`src/rtl/mips_cpu_pkg.sv`:
```
// mips_cpu_pkg: shared instruction/word types for the CPU front end.
// Revision 1.0
`default_nettype none

package mips_cpu_pkg;

  typedef logic [31:0] word_t;
  typedef word_t       inst_t;

  localparam inst_t NOP_INST = 32'h0000_0000;

endpackage

`default_nettype wire

```
`src/rtl/inst_fifo.sv`:
```
// inst_fifo: word FIFO with fill count and synchronous flush.
// Revision 1.0
`default_nettype none

module inst_fifo
  import mips_cpu_pkg::*;
#(
  parameter int DEPTH = 8
) (
  input  logic                     cpu_clk_50M,
  input  logic                     cpu_rst,
  input  logic                     flush,
  input  logic                     push,
  input  word_t                    push_word,
  input  logic                     pop,
  output word_t                    head,
  output logic [$clog2(DEPTH):0]   fill
);

  localparam int PW = $clog2(DEPTH);
  localparam logic [PW:0] FULL_FILL = (PW + 1)'(DEPTH);

  logic [PW-1:0] wr_ptr;
  logic [PW-1:0] rd_ptr;
  word_t         mem [DEPTH];
  logic          do_push;
  logic          do_pop;

  // Guards keep fill within 0..DEPTH even if a caller misbehaves.
  always_comb begin
    do_push = push && !flush && (fill != FULL_FILL);
    do_pop  = pop  && !flush && (fill != '0);
    head    = mem[rd_ptr];
  end

  always_ff @(posedge cpu_clk_50M) begin
    if (do_push) begin
      mem[wr_ptr] <= push_word;
    end
  end

  always_ff @(posedge cpu_clk_50M) begin
    if (cpu_rst || flush) begin
      wr_ptr <= '0;
      rd_ptr <= '0;
      fill   <= '0;
    end else begin
      if (do_push) begin
        wr_ptr <= wr_ptr + 1'b1;
      end
      if (do_pop) begin
        rd_ptr <= rd_ptr + 1'b1;
      end
      case ({do_push, do_pop})
        2'b10:   fill <= fill + 1'b1;
        2'b01:   fill <= fill - 1'b1;
        default: fill <= fill;
      endcase
    end
  end

endmodule

`default_nettype wire

```
`src/rtl/inst_feeder.sv`:
```
// inst_feeder: assembles little-endian bytes into instructions and feeds the CPU.
// Revision 1.0
`default_nettype none

module inst_feeder
  import mips_cpu_pkg::*;
#(
  parameter int DEPTH = 8
) (
  input  logic                     cpu_clk_50M,
  input  logic                     cpu_rst,
  input  logic                     flush,
  input  logic                     byte_valid,
  input  logic [7:0]               byte_data,
  output logic                     byte_ready,
  input  logic                     cpu_ready,
  output logic                     en,
  output inst_t                    outer_inst,
  output logic [$clog2(DEPTH):0]   fill,
  output logic [15:0]              issued
);

  localparam int FW = $clog2(DEPTH) + 1;
  localparam logic [FW-1:0] FULL_FILL = FW'(DEPTH);

  logic [1:0]  byte_idx;
  logic [23:0] lanes;
  logic        xfer;
  logic        push;
  logic        pop;
  word_t       push_word;
  word_t       head;

  // Only the completing byte needs FIFO space; earlier lanes are held locally.
  always_comb begin
    byte_ready = !flush && !((byte_idx == 2'd3) && (fill == FULL_FILL));
    xfer       = byte_valid && byte_ready;
    push       = xfer && (byte_idx == 2'd3);
    push_word  = {byte_data, lanes};
    en         = (fill != '0) && !flush;
    pop        = en && cpu_ready;
    outer_inst = en ? head : NOP_INST;
  end

  always_ff @(posedge cpu_clk_50M) begin
    if (cpu_rst) begin
      byte_idx <= 2'd0;
      lanes    <= '0;
      issued   <= '0;
    end else if (flush) begin
      byte_idx <= 2'd0;
      lanes    <= '0;
    end else begin
      if (xfer) begin
        byte_idx <= byte_idx + 2'd1;
        case (byte_idx)
          2'd0:    lanes[7:0]   <= byte_data;
          2'd1:    lanes[15:8]  <= byte_data;
          2'd2:    lanes[23:16] <= byte_data;
          default: lanes        <= lanes;
        endcase
      end
      if (pop) begin
        issued <= issued + 16'd1;
      end
    end
  end

  inst_fifo #(
    .DEPTH(DEPTH)
  ) u_fifo (
    .cpu_clk_50M (cpu_clk_50M),
    .cpu_rst     (cpu_rst),
    .flush       (flush),
    .push        (push),
    .push_word   (push_word),
    .pop         (pop),
    .head        (head),
    .fill        (fill)
  );

endmodule

`default_nettype wire

```
`config.mk`:
```
export PLATFORM = sky130hd
export DESIGN_NAME = inst_feeder
export DESIGN_NICKNAME = d
export VERILOG_FILES = /design/src/rtl/mips_cpu_pkg.sv /design/src/rtl/inst_fifo.sv /design/src/rtl/inst_feeder.sv
export SDC_FILE = /design/constraint.sdc
export NUM_CORES = 1
export LEC_CHECK = 0
export BUFFER_PORTS_ARGS = -buffer_cell sky130_fd_sc_hd__buf_2
export CAP_MARGIN = 20
export CORE_UTILIZATION = 45
export CTS_CLUSTER_DIAMETER = 50
export CTS_CLUSTER_SIZE = 8
export DETAILED_ROUTE_END_ITERATION = 10
export PLACE_DENSITY = 0.68
export SYNTH_ARGS = -nofsm -noshare
export SYNTH_HDL_FRONTEND = slang
export SYNTH_SLANG_ARGS = --single-unit
```
`constraint.sdc`:
```
create_clock -name cpu_clk_50M -period 6.75 [get_ports cpu_clk_50M]
set_clock_uncertainty 0.1 [all_clocks]
set_input_delay 1.35 -clock cpu_clk_50M [delete_from_list [all_inputs] [get_ports cpu_clk_50M]]
set_output_delay 1.35 -clock cpu_clk_50M [all_outputs]
set_load 0.02 [all_outputs]
```
Word level (Yosys, flattened, before mapping). Memories as Yosys holds them, arrays and structs flattened. A register that Yosys moved wholly into a read port is not among the register bits. Index checks and enable logic that the tools add are counted.

Bitwise operators: 1. Reductions and logical operators: 21. Multiplexer cells: 6. Add/subtract/negate cells: 6. Equality and inequality tests: 7.

Operators with widths (number): 2-to-1 mux 32 bit (1); adder 16 x 1 -> 16 bit (second input constant) (1); logical AND 1 bit (10); case mux 4 bit (2 select lines) (1); AND reduction 2 bit (4); adder 3 x 1 -> 3 bit (second input constant) (2); == test 2 bit (second input constant) (3); 2-to-1 mux 3 bit (2); adder 4 x 1 -> 4 bit (second input constant) (1); == test 2 x 1 -> 1 bit (second input constant) (2); == test 4 bit (second input constant) (1); inequality test 4 bit (second input constant) (1); nonzero test 4 bit (1); subtractor 4 x 1 -> 4 bit (second input constant) (1); adder 2 x 1 -> 2 bit (second input constant) (1); zero test 1 bit (2); zero test 2 bit (1); 2-to-1 mux 1 bit (2); nonzero test 2 bit (1); OR reduction 2 bit (1); logical OR 1 bit (1); NOT 1 bit (1).

Memories kept: 1. Register bits: 52. Output and inout bits: 54. Bits in writable memories: 256. Logic and storage cells: 50.

Memory list: u_fifo.mem (depth 8, width 32, rd ports 1, clocked after memory_dff 1, write ports 1, line inst_fifo.sv:25) `word_t mem [DEPTH];`.

Logic depth before layout (Yosys ltp). Gate-level depths: netlist of run 1.

Word-level depth: 10. Gate-level depth with buffers: 11.

By module. Synthesis of run 1 repeated with hierarchy kept, for this count alone.

Cell total of the unflattened synthesis: 669. Area, all modules: 12477.0 µm².

By module, submodules not included: inst_fifo (instances 1, area each 10445.0 µm², cells each 448); inst_feeder (instances 1, area each 2031.9 µm², cells each 221).

Worst setup path before layout of run 1. No wires, ideal clock.

Kind: input to register. From: input flush. To: memory u_fifo.mem[0][0] (netlist name), enable pin. Data arrival time: 5.002 ns. Setup time: 0.502 ns. Cell stages on the path: 5. Slack: 1.146 ns. Cell sequence: buf_2 and3b_1 nand2b_1 buf_2 nor4_1.

Longest elaborated chain between the ends: 8.

RTL lines: start, declared (line inst_feeder.sv:12) `input logic flush,`; zero test 1 bit (*) (line inst_fifo.sv:31, inst_feeder.sv:36); logical AND 1 bit (line inst_feeder.sv:36) `byte_ready = !flush && !((byte_idx == 2'd3) && (fill == FULL_FILL));`; logical AND 1 bit (line inst_feeder.sv:37) `xfer = byte_valid && byte_ready;`; logical AND 1 bit (line inst_feeder.sv:38) `push = xfer && (byte_idx == 2'd3);`; logical AND 1 bit (*) (2 in series) (line inst_fifo.sv:31) `do_push = push && !flush && (fill != FULL_FILL);`; 2-to-1 mux 1 bit (*) (line inst_fifo.sv:37) `if (do_push) begin`; 2-to-1 mux 1 bit (not written as such) (*) (line inst_fifo.sv:38) `mem[wr_ptr] <= push_word;`; end, declared (line inst_fifo.sv:25).

Every way passes the cells marked *; elsewhere a longest branch is shown, timed or not.

==> results.yml, run 1 <==
status:
  status: "finished with violations"
  violations: "design-rule violations"
critical_path:
  critPathArrivalTime_ns: 3.03
  start_kind: "flip-flop"
  cp_max_fo: 42
  slowest_stage: "dfxtp_4"
  r2r_start: "u_fifo.fill[0]"
  crit_chain: "buf_4 > mux4_2 > mux2i_1 > nor2_1 > buf_2"
  required_ns: 5.30
  endpoint_kind: "output pin"
  path_class: "flip-flop to output pin"
  max_stage_delay_ns: 0.90
finish:
  drive_gt1_frac: 0.273
  area_growth_pct: 17.8
  nNetsFinal: 808
  fillers: 2055
cts:
  clkLatencyLatePin_ns: 0.52
  clk_pin_slew_ns: 0.05
  postCtsResizedCells: 0
  root_buffer: "clkbuf_16"
  cts_sinks: 311
  cts_hold_buf: 0
  post_cts_buffers: 0
  htree_levels: 2
  cts_tree: "built"
  cts_buffers: 45
  cts_max_path_buffers: 3
sta:
  maxSlewViolCount: 0
  worst_pin_slew_ns: 0.909
  setup_tns_ns: 0
  slew_headroom: 0.388
  fmax_ghz: 0.223
  setup_viol: 0
  timing.hold.ws_ns: 0.438
  rsz0062_at_grt: "no"
  final-hold-violation-count: 0
  post-route-period-util: 0.664
  min_period_ns: 4.48
pwr:
  sw_frac_of_total: 0.187
  power.density_nw_per_um2: 294
  switching_power_mw: 0.787
  p_leak_nw: 4.52
  p_comb_frac: 0.008
  peakVddDrop_uv: 162
  clkPwrFrac: 0.501
  p_seq_frac: 0.491
  p_int_mw: 3.42
hold_path:
  hold_path.startpoint: "issued[13]"
  min_path_type: "flip-flop to flip-flop"
global_route:
  grt_pass1_vias: 6770
  grt_overflow_total: 0
  grt_pass1_wl_mm: 38.6
  grt_use_total: 0.184
  antenna_found_initial: 1
  grt_max_degree: 50
routing:
  antenna_left: 0
  routedWlPerCell_um: 21.6
  drt_wl_total_mm: 25.0
  drt_iter0_markers: 469
  vias: 6527
  viasPerCell: 5.64
  drcViolationCount: 10
  dr.pass1.iters: 8
yosys:
  syn_inst: 694
  synth_cell_types: 38
  ys.flop_type: "edfxtp_1"
  ys_ff_latch: 311
  synth_area_sq_um: 12100
  yosysSeqAreaShare: 0.724
  synth_top_area_share: 0.634
  synth.area.top_cells: "edfxtp_1 63%, mux4_2 12%, dfxtp_1 9.1%, mux2i_1 3.1%, nor2_1 1.9%"
  yosys-top-cells-count: "256 x edfxtp_1, 64 x mux4_2, 60 x nor2_1, 55 x dfxtp_1, 37 x mux2i_1"
  ys_async_sr_fraction: 0
  yosys_warnings: 0
  syn_nets: 717
  synth-edff-count: 256
  yosysTopAreaCell: "edfxtp_1"
  yosysMostFrequentCell: "edfxtp_1"
  syn_avg_cell_area_sq_um: 17.5
floorplanning:
  die_h_um: 166
  die_area_sq_um: 27600
  ios: 67
  row_count: 59
  fp.dieW_um: 166
  fp.coreArea_sq_um: 26300
  start_util: 0.462
run:
  maxCapViolCount: 0
placed_design:
  portBuffers: 66
  hpwl_mm: 13.3
  gp_congestion: 0.725
## layer usage
layer,part of all wire,global-route usage
met1,0.43,0.239
met4,0.014,0.0532
met2,0.50,0.317
met3,0.058,0.0355
met5,0,0
## critical path: cells and delay by family (launching register included)
kind,cells,cell delay (ns)
AND/OR/NAND/NOR,1,0.07
buffers and inverters,2,0.76
multiplexers,2,0.75
flip-flops,1,0.90
## state kept, by name, indices dropped and copies added, names as in the netlist, named ones only
| signal | flops |
|---|---|
| u_fifo.mem | 256 |
| u_fifo.rd_ptr | 3 |
| byte_idx | 2 |
| issued | 16 |
| u_fifo.fill | 4 |
| u_fifo.wr_ptr | 3 |
| lanes | 24 |
## per-stage QoR
stage | instance area, sq um | power (mW) | std cells | util | setup WS (ns)
global route | 14300 | 4.33 | 1156 | 0.544 | 2.00
CTS | 14300 | 4.24 | 1153 | 0.543 | 2.14
finish | 14300 | 4.20 | 1157 | 0.544 | 2.27
floorplan | 12100 | 2.11 | 694 | - | 1.15
detailed placement | 12900 | 2.13 | 1070 | 0.491 | 2.67
global placement | 12900 | 2.13 | 1070 | 0.491 | 2.70
## logic make-up after synthesis
group / Yosys count / synth area share
compound gates: 50 / 0.0229
mux: 104 / 0.152
buf+inv: 46 / 0.0152
fa+ha+maj: 10 / 0.0103
xor+xnor: 13 / 0.00939
flops: 311 / 0.724
simple gates: 160 / 0.0656
## final timing paths
check,endpoint,slack [ns],cells after the start
min reg2reg,issued[13],0.44,2
max reg2reg,u_fifo.fill[2],3.47,9
max,outer_inst[24],2.27,5
min,issued[13],0.44,2
## power by group through the flow
stage	registers, mW	clock network (mW)	logic (mW)
finish	2.06	2.11	0.0321
global placement	2.10	0	0.0296
detailed placement	2.10	0	0.0313
CTS	2.06	2.14	0.0315
floorplan	2.10	0	0.0135
global route	2.06	2.23	0.0349
## final cells by class
cell class | instances | area (sq um) | area share
inverters | 9 | 33.8 | 0.00236
clock buffers | 81 | 1320 | 0.0926
flip-flops and latches | 311 | 8790 | 0.615
diodes | 1 | 2.50 | 0.000175
well taps | 335 | 419 | 0.0293
repair buffers | 81 | 453 | 0.0317
clock inverters | 2 | 38.8 | 0.00271
multi-input cells | 337 | 3230 | 0.226
## placed cells by master, fill, tap and decap left out, drive strengths merged, types with 2 or more instances in the layout
cell type,instances
edfxtp,256
clkbuf,82
buf,80
mux4,64
nor2,60
dfxtp,55
mux2i,37
o21ai,30
nand2,28
nand3,28
a21oi,11
ha,10
inv,10
xnor2,8
nand2b,7
or3,6
nor3,6
xor2,5
a211oi,5
nor4,4
or2,3
nand4,3
a31o,3
nor2b,3
mux2,3
nand3b,3
nand4b,2
nor3b,2
nor4b,2
(Power assumes the default switching activity.)
==> inputs of run 2 (changes only) <==
--- a/config.mk
+++ b/config.mk
@@ -5,13 +5,14 @@
 export SDC_FILE = /design/constraint.sdc
 export NUM_CORES = 1
 export LEC_CHECK = 0
+export ABC_AREA = 1
 export BUFFER_PORTS_ARGS = -buffer_cell sky130_fd_sc_hd__buf_2
 export CAP_MARGIN = 20
 export CORE_UTILIZATION = 45
 export CTS_CLUSTER_DIAMETER = 50
 export CTS_CLUSTER_SIZE = 8
 export DETAILED_ROUTE_END_ITERATION = 10
-export PLACE_DENSITY = 0.68
+export PLACE_DENSITY = 0.7
 export SYNTH_ARGS = -nofsm -noshare
 export SYNTH_HDL_FRONTEND = slang
 export SYNTH_SLANG_ARGS = --single-unit
==> constraint.sdc (replaced) <==
create_clock -name cpu_clk_50M -period 3.78 [get_ports cpu_clk_50M]
set_clock_uncertainty 0.1 [all_clocks]
set_input_delay 0.756 -clock cpu_clk_50M [delete_from_list [all_inputs] [get_ports cpu_clk_50M]]
set_output_delay 0.756 -clock cpu_clk_50M [all_outputs]
set_load 0.02 [all_outputs]
==> run 2 against run 1 <==
Effect of this change: the run now ends clean; non-clock buffer count grew 4; power grew 80%; final cell count grew 40%; critical path type unchanged.
==> results.yml, run 2 <==
yosys:
  ys.flop_type: "edfxtp_1"
  yosys_warnings: 0
  synth_cell_types: 33
  syn_nets: 1159
  synth-edff-count: 256
  yosysMostFrequentCell: "nor2_1"
  ys_ff_latch: 311
  synth_area_sq_um: 12700
  syn_avg_cell_area_sq_um: 11.2
  yosysSeqAreaShare: 0.693
  yosysTopAreaCell: "edfxtp_1"
  ys_async_sr_fraction: 0
  yosys-top-cells-count: "309 x nor2_1, 256 x edfxtp_1, 132 x o21ai_0, 126 x nand2_1, 55 x dfxtp_1"
  synth.area.top_cells: "edfxtp_1 61%, nor2_1 9.2%, dfxtp_1 8.7%, o21ai_0 5.2%, nand2_1 3.7%"
  syn_inst: 1136
  synth_top_area_share: 0.607
global_route:
  grt_overflow_total: 0
  antenna_found_initial: 0
  grt_pass1_wl_mm: 43.1
  grt_max_degree: 129
  grt_use_total: 0.194
  grt_pass1_vias: 8124
cts:
  clk_pin_slew_ns: 0.05
  postCtsResizedCells: 0
  cts_sinks: 311
  htree_levels: 2
  cts_tree: "built"
  cts_buffers: 46
  cts_hold_buf: 0
  clkLatencyLatePin_ns: 0.53
  root_buffer: "clkbuf_16"
  cts_max_path_buffers: 3
  post_cts_buffers: 0
finish:
  multiInputGateArea_sq_um: 3410
  area.sequential_sq_um: 8790
  final_common_cell: "nor2_1"
  largest_register_ffs: 256
  drive_gt1_frac: 0.136
  antennaDiodeCount: 0
  final_util: 0.534
  top_register: "u_fifo.mem"
  layout_common_cells: "300 x nor2_1, 256 x edfxtp_1, 132 x o21ai_0"
  design_area_sq_um: 14800
  reg_top3: "u_fifo.mem x256, lanes x24, issued x16"
  fin_cells: 1625
  area_growth_pct: 17.0
  fillers: 2369
  nNetsFinal: 1233
floorplanning:
  die_area_sq_um: 28800
  start_util: 0.456
  fp.coreArea_sq_um: 27800
  die_h_um: 170
  ios: 67
  row_count: 61
  fp.dieW_um: 170
pwr:
  power.density_nw_per_um2: 511
  p_leak_nw: 5.34
  peakVddDrop_uv: 280
routing:
  wl_met1_mm: 12.3
  drcViolationCount: 0
  dr.pass1.iters: 5
  wl_met2_mm: 13.0
  wl_met3_mm: 1.41
  top_layer: "met4"
  vias: 8447
  viasPerCell: 5.20
  drt_iter0_markers: 718
  antenna_left: 0
  routedWlPerCell_um: 16.8
  drt_wl_total_mm: 27.3
critical_path:
  start_kind: "flip-flop"
  path_class: "flip-flop to output pin"
  worstSetupEndpoint: "outer_inst[0]"
  cp_max_fo: 21
  ff2ff_setup_slack_ns: 1.43
  reg2reg_depth: 6
  reg2reg_to: "u_fifo.mem[7][15]"
  required_ns: 2.92
  critPathArrivalTime_ns: 2.27
  r2r_start: "byte_idx[0]"
  endpoint_kind: "output pin"
sta:
  fmax_ghz: 0.319
  setup_tns_ns: 0
  post-route-period-util: 0.828
  slew_headroom: 0.566
  min_period_ns: 3.13
  worst_pin_slew_ns: 0.652
  maxSlewViolCount: 0
  rsz0062_at_grt: "no"
  worst_slack_ns: 0.650
  setup_viol: 0
  final-hold-violation-count: 0
placed_design:
  place_ws_ns: 0.939
  dp_cells: 1540
  portBuffers: 66
  hpwl_mm: 15.0
  place_area_sq_um: 13400
  gp_congestion: 0.776
run:
  maxCapViolCount: 0
hold_path:
  min_path_type: "flip-flop to flip-flop"
status:
  status: "finished clean"
==> run 2: changes by cell type in the layout (fill, tap and decap cells not counted), sizes merged, moves of 7 or more <==
cell / before / now
mux4: 64 / 0
o22ai: 0 / 32
a21oi: 11 / 19
nand2b: 7 / 0
nand2: 28 / 127
nand3: 28 / 13
o21ai: 30 / 137
nor2: 60 / 312
o211ai: 0 / 32
mux2i: 37 / 0
clkinv: 0 / 7
xnor2: 8 / 0
inv: 10 / 55
==> run 2: worst max-delay path, cell delays in order, from the launching register on <==
cell	delay, ns
dfxtp_2	0.32
inv_1	0.34
buf_4	0.35
o21ai_0	0.13
o22ai_1	0.13
nor2_1	0.07
nor2_1	0.21
buf_2	0.20
==> run 2: power breakdown <==
part	switching [mW]	total, mW	leakage, nW	internal, mW
combinational	0.0523	0.0681	1.94	0.0158
sequential	0.00941	3.70	2.74	3.69
clock	1.40	3.82	0.669	2.42
==> run 2: per-layer routing <==
metal,track usage,vias up
li1,-,4092
met2,0.322,237
met4,0.0705,0
met5,0,-
met1,0.256,4071
met3,0.0335,47
==> run 2: how the worst min path moves through the flow <==
stage,startpoint,to,cells after the start
3_3_place_gp,u_fifo.rd_ptr[1],flip-flop,2
3_5_place_dp,u_fifo.rd_ptr[1],flip-flop,2
6_report,u_fifo.rd_ptr[1],flip-flop,2
4_1_cts,u_fifo.rd_ptr[1],flip-flop,2
5_1_grt,issued[7],issued[7],1
2_1_floorplan,u_fifo.rd_ptr[1],flip-flop,2
==> run 2: final cells by class <==
type                    count  share of cell area
repair buffers             85              0.0361
clock buffers              79              0.0888
flip-flops and latches    311               0.593
clock inverters             6             0.00523
multi-input cells         709               0.230
well taps                 378              0.0319
inverters                  57              0.0145
==> run 2: kinds of logic (layout without fill, tap and decap cells) <==
kind of cell             Yosys count  count (layout)  synth area share
buffers and inverters            116             227            0.0423
adder cells (fa/ha/maj)           10              10           0.00987
flip-flops                       311             311             0.693
XOR/XNOR                           6               6           0.00415
AND/OR/NAND/NOR                  471             471             0.153
AO/OA/AOI/OAI                    222             222            0.0977
==> run 2: through the flow <==
step	hold WS [ns]	power [mW]
5_1_grt	0.423	7.79
2_1_floorplan	0.361	3.79
3_3_place_gp	0.380	3.83
3_5_place_dp	0.393	3.83
4_1_cts	0.400	7.64
6_report	0.404	7.58
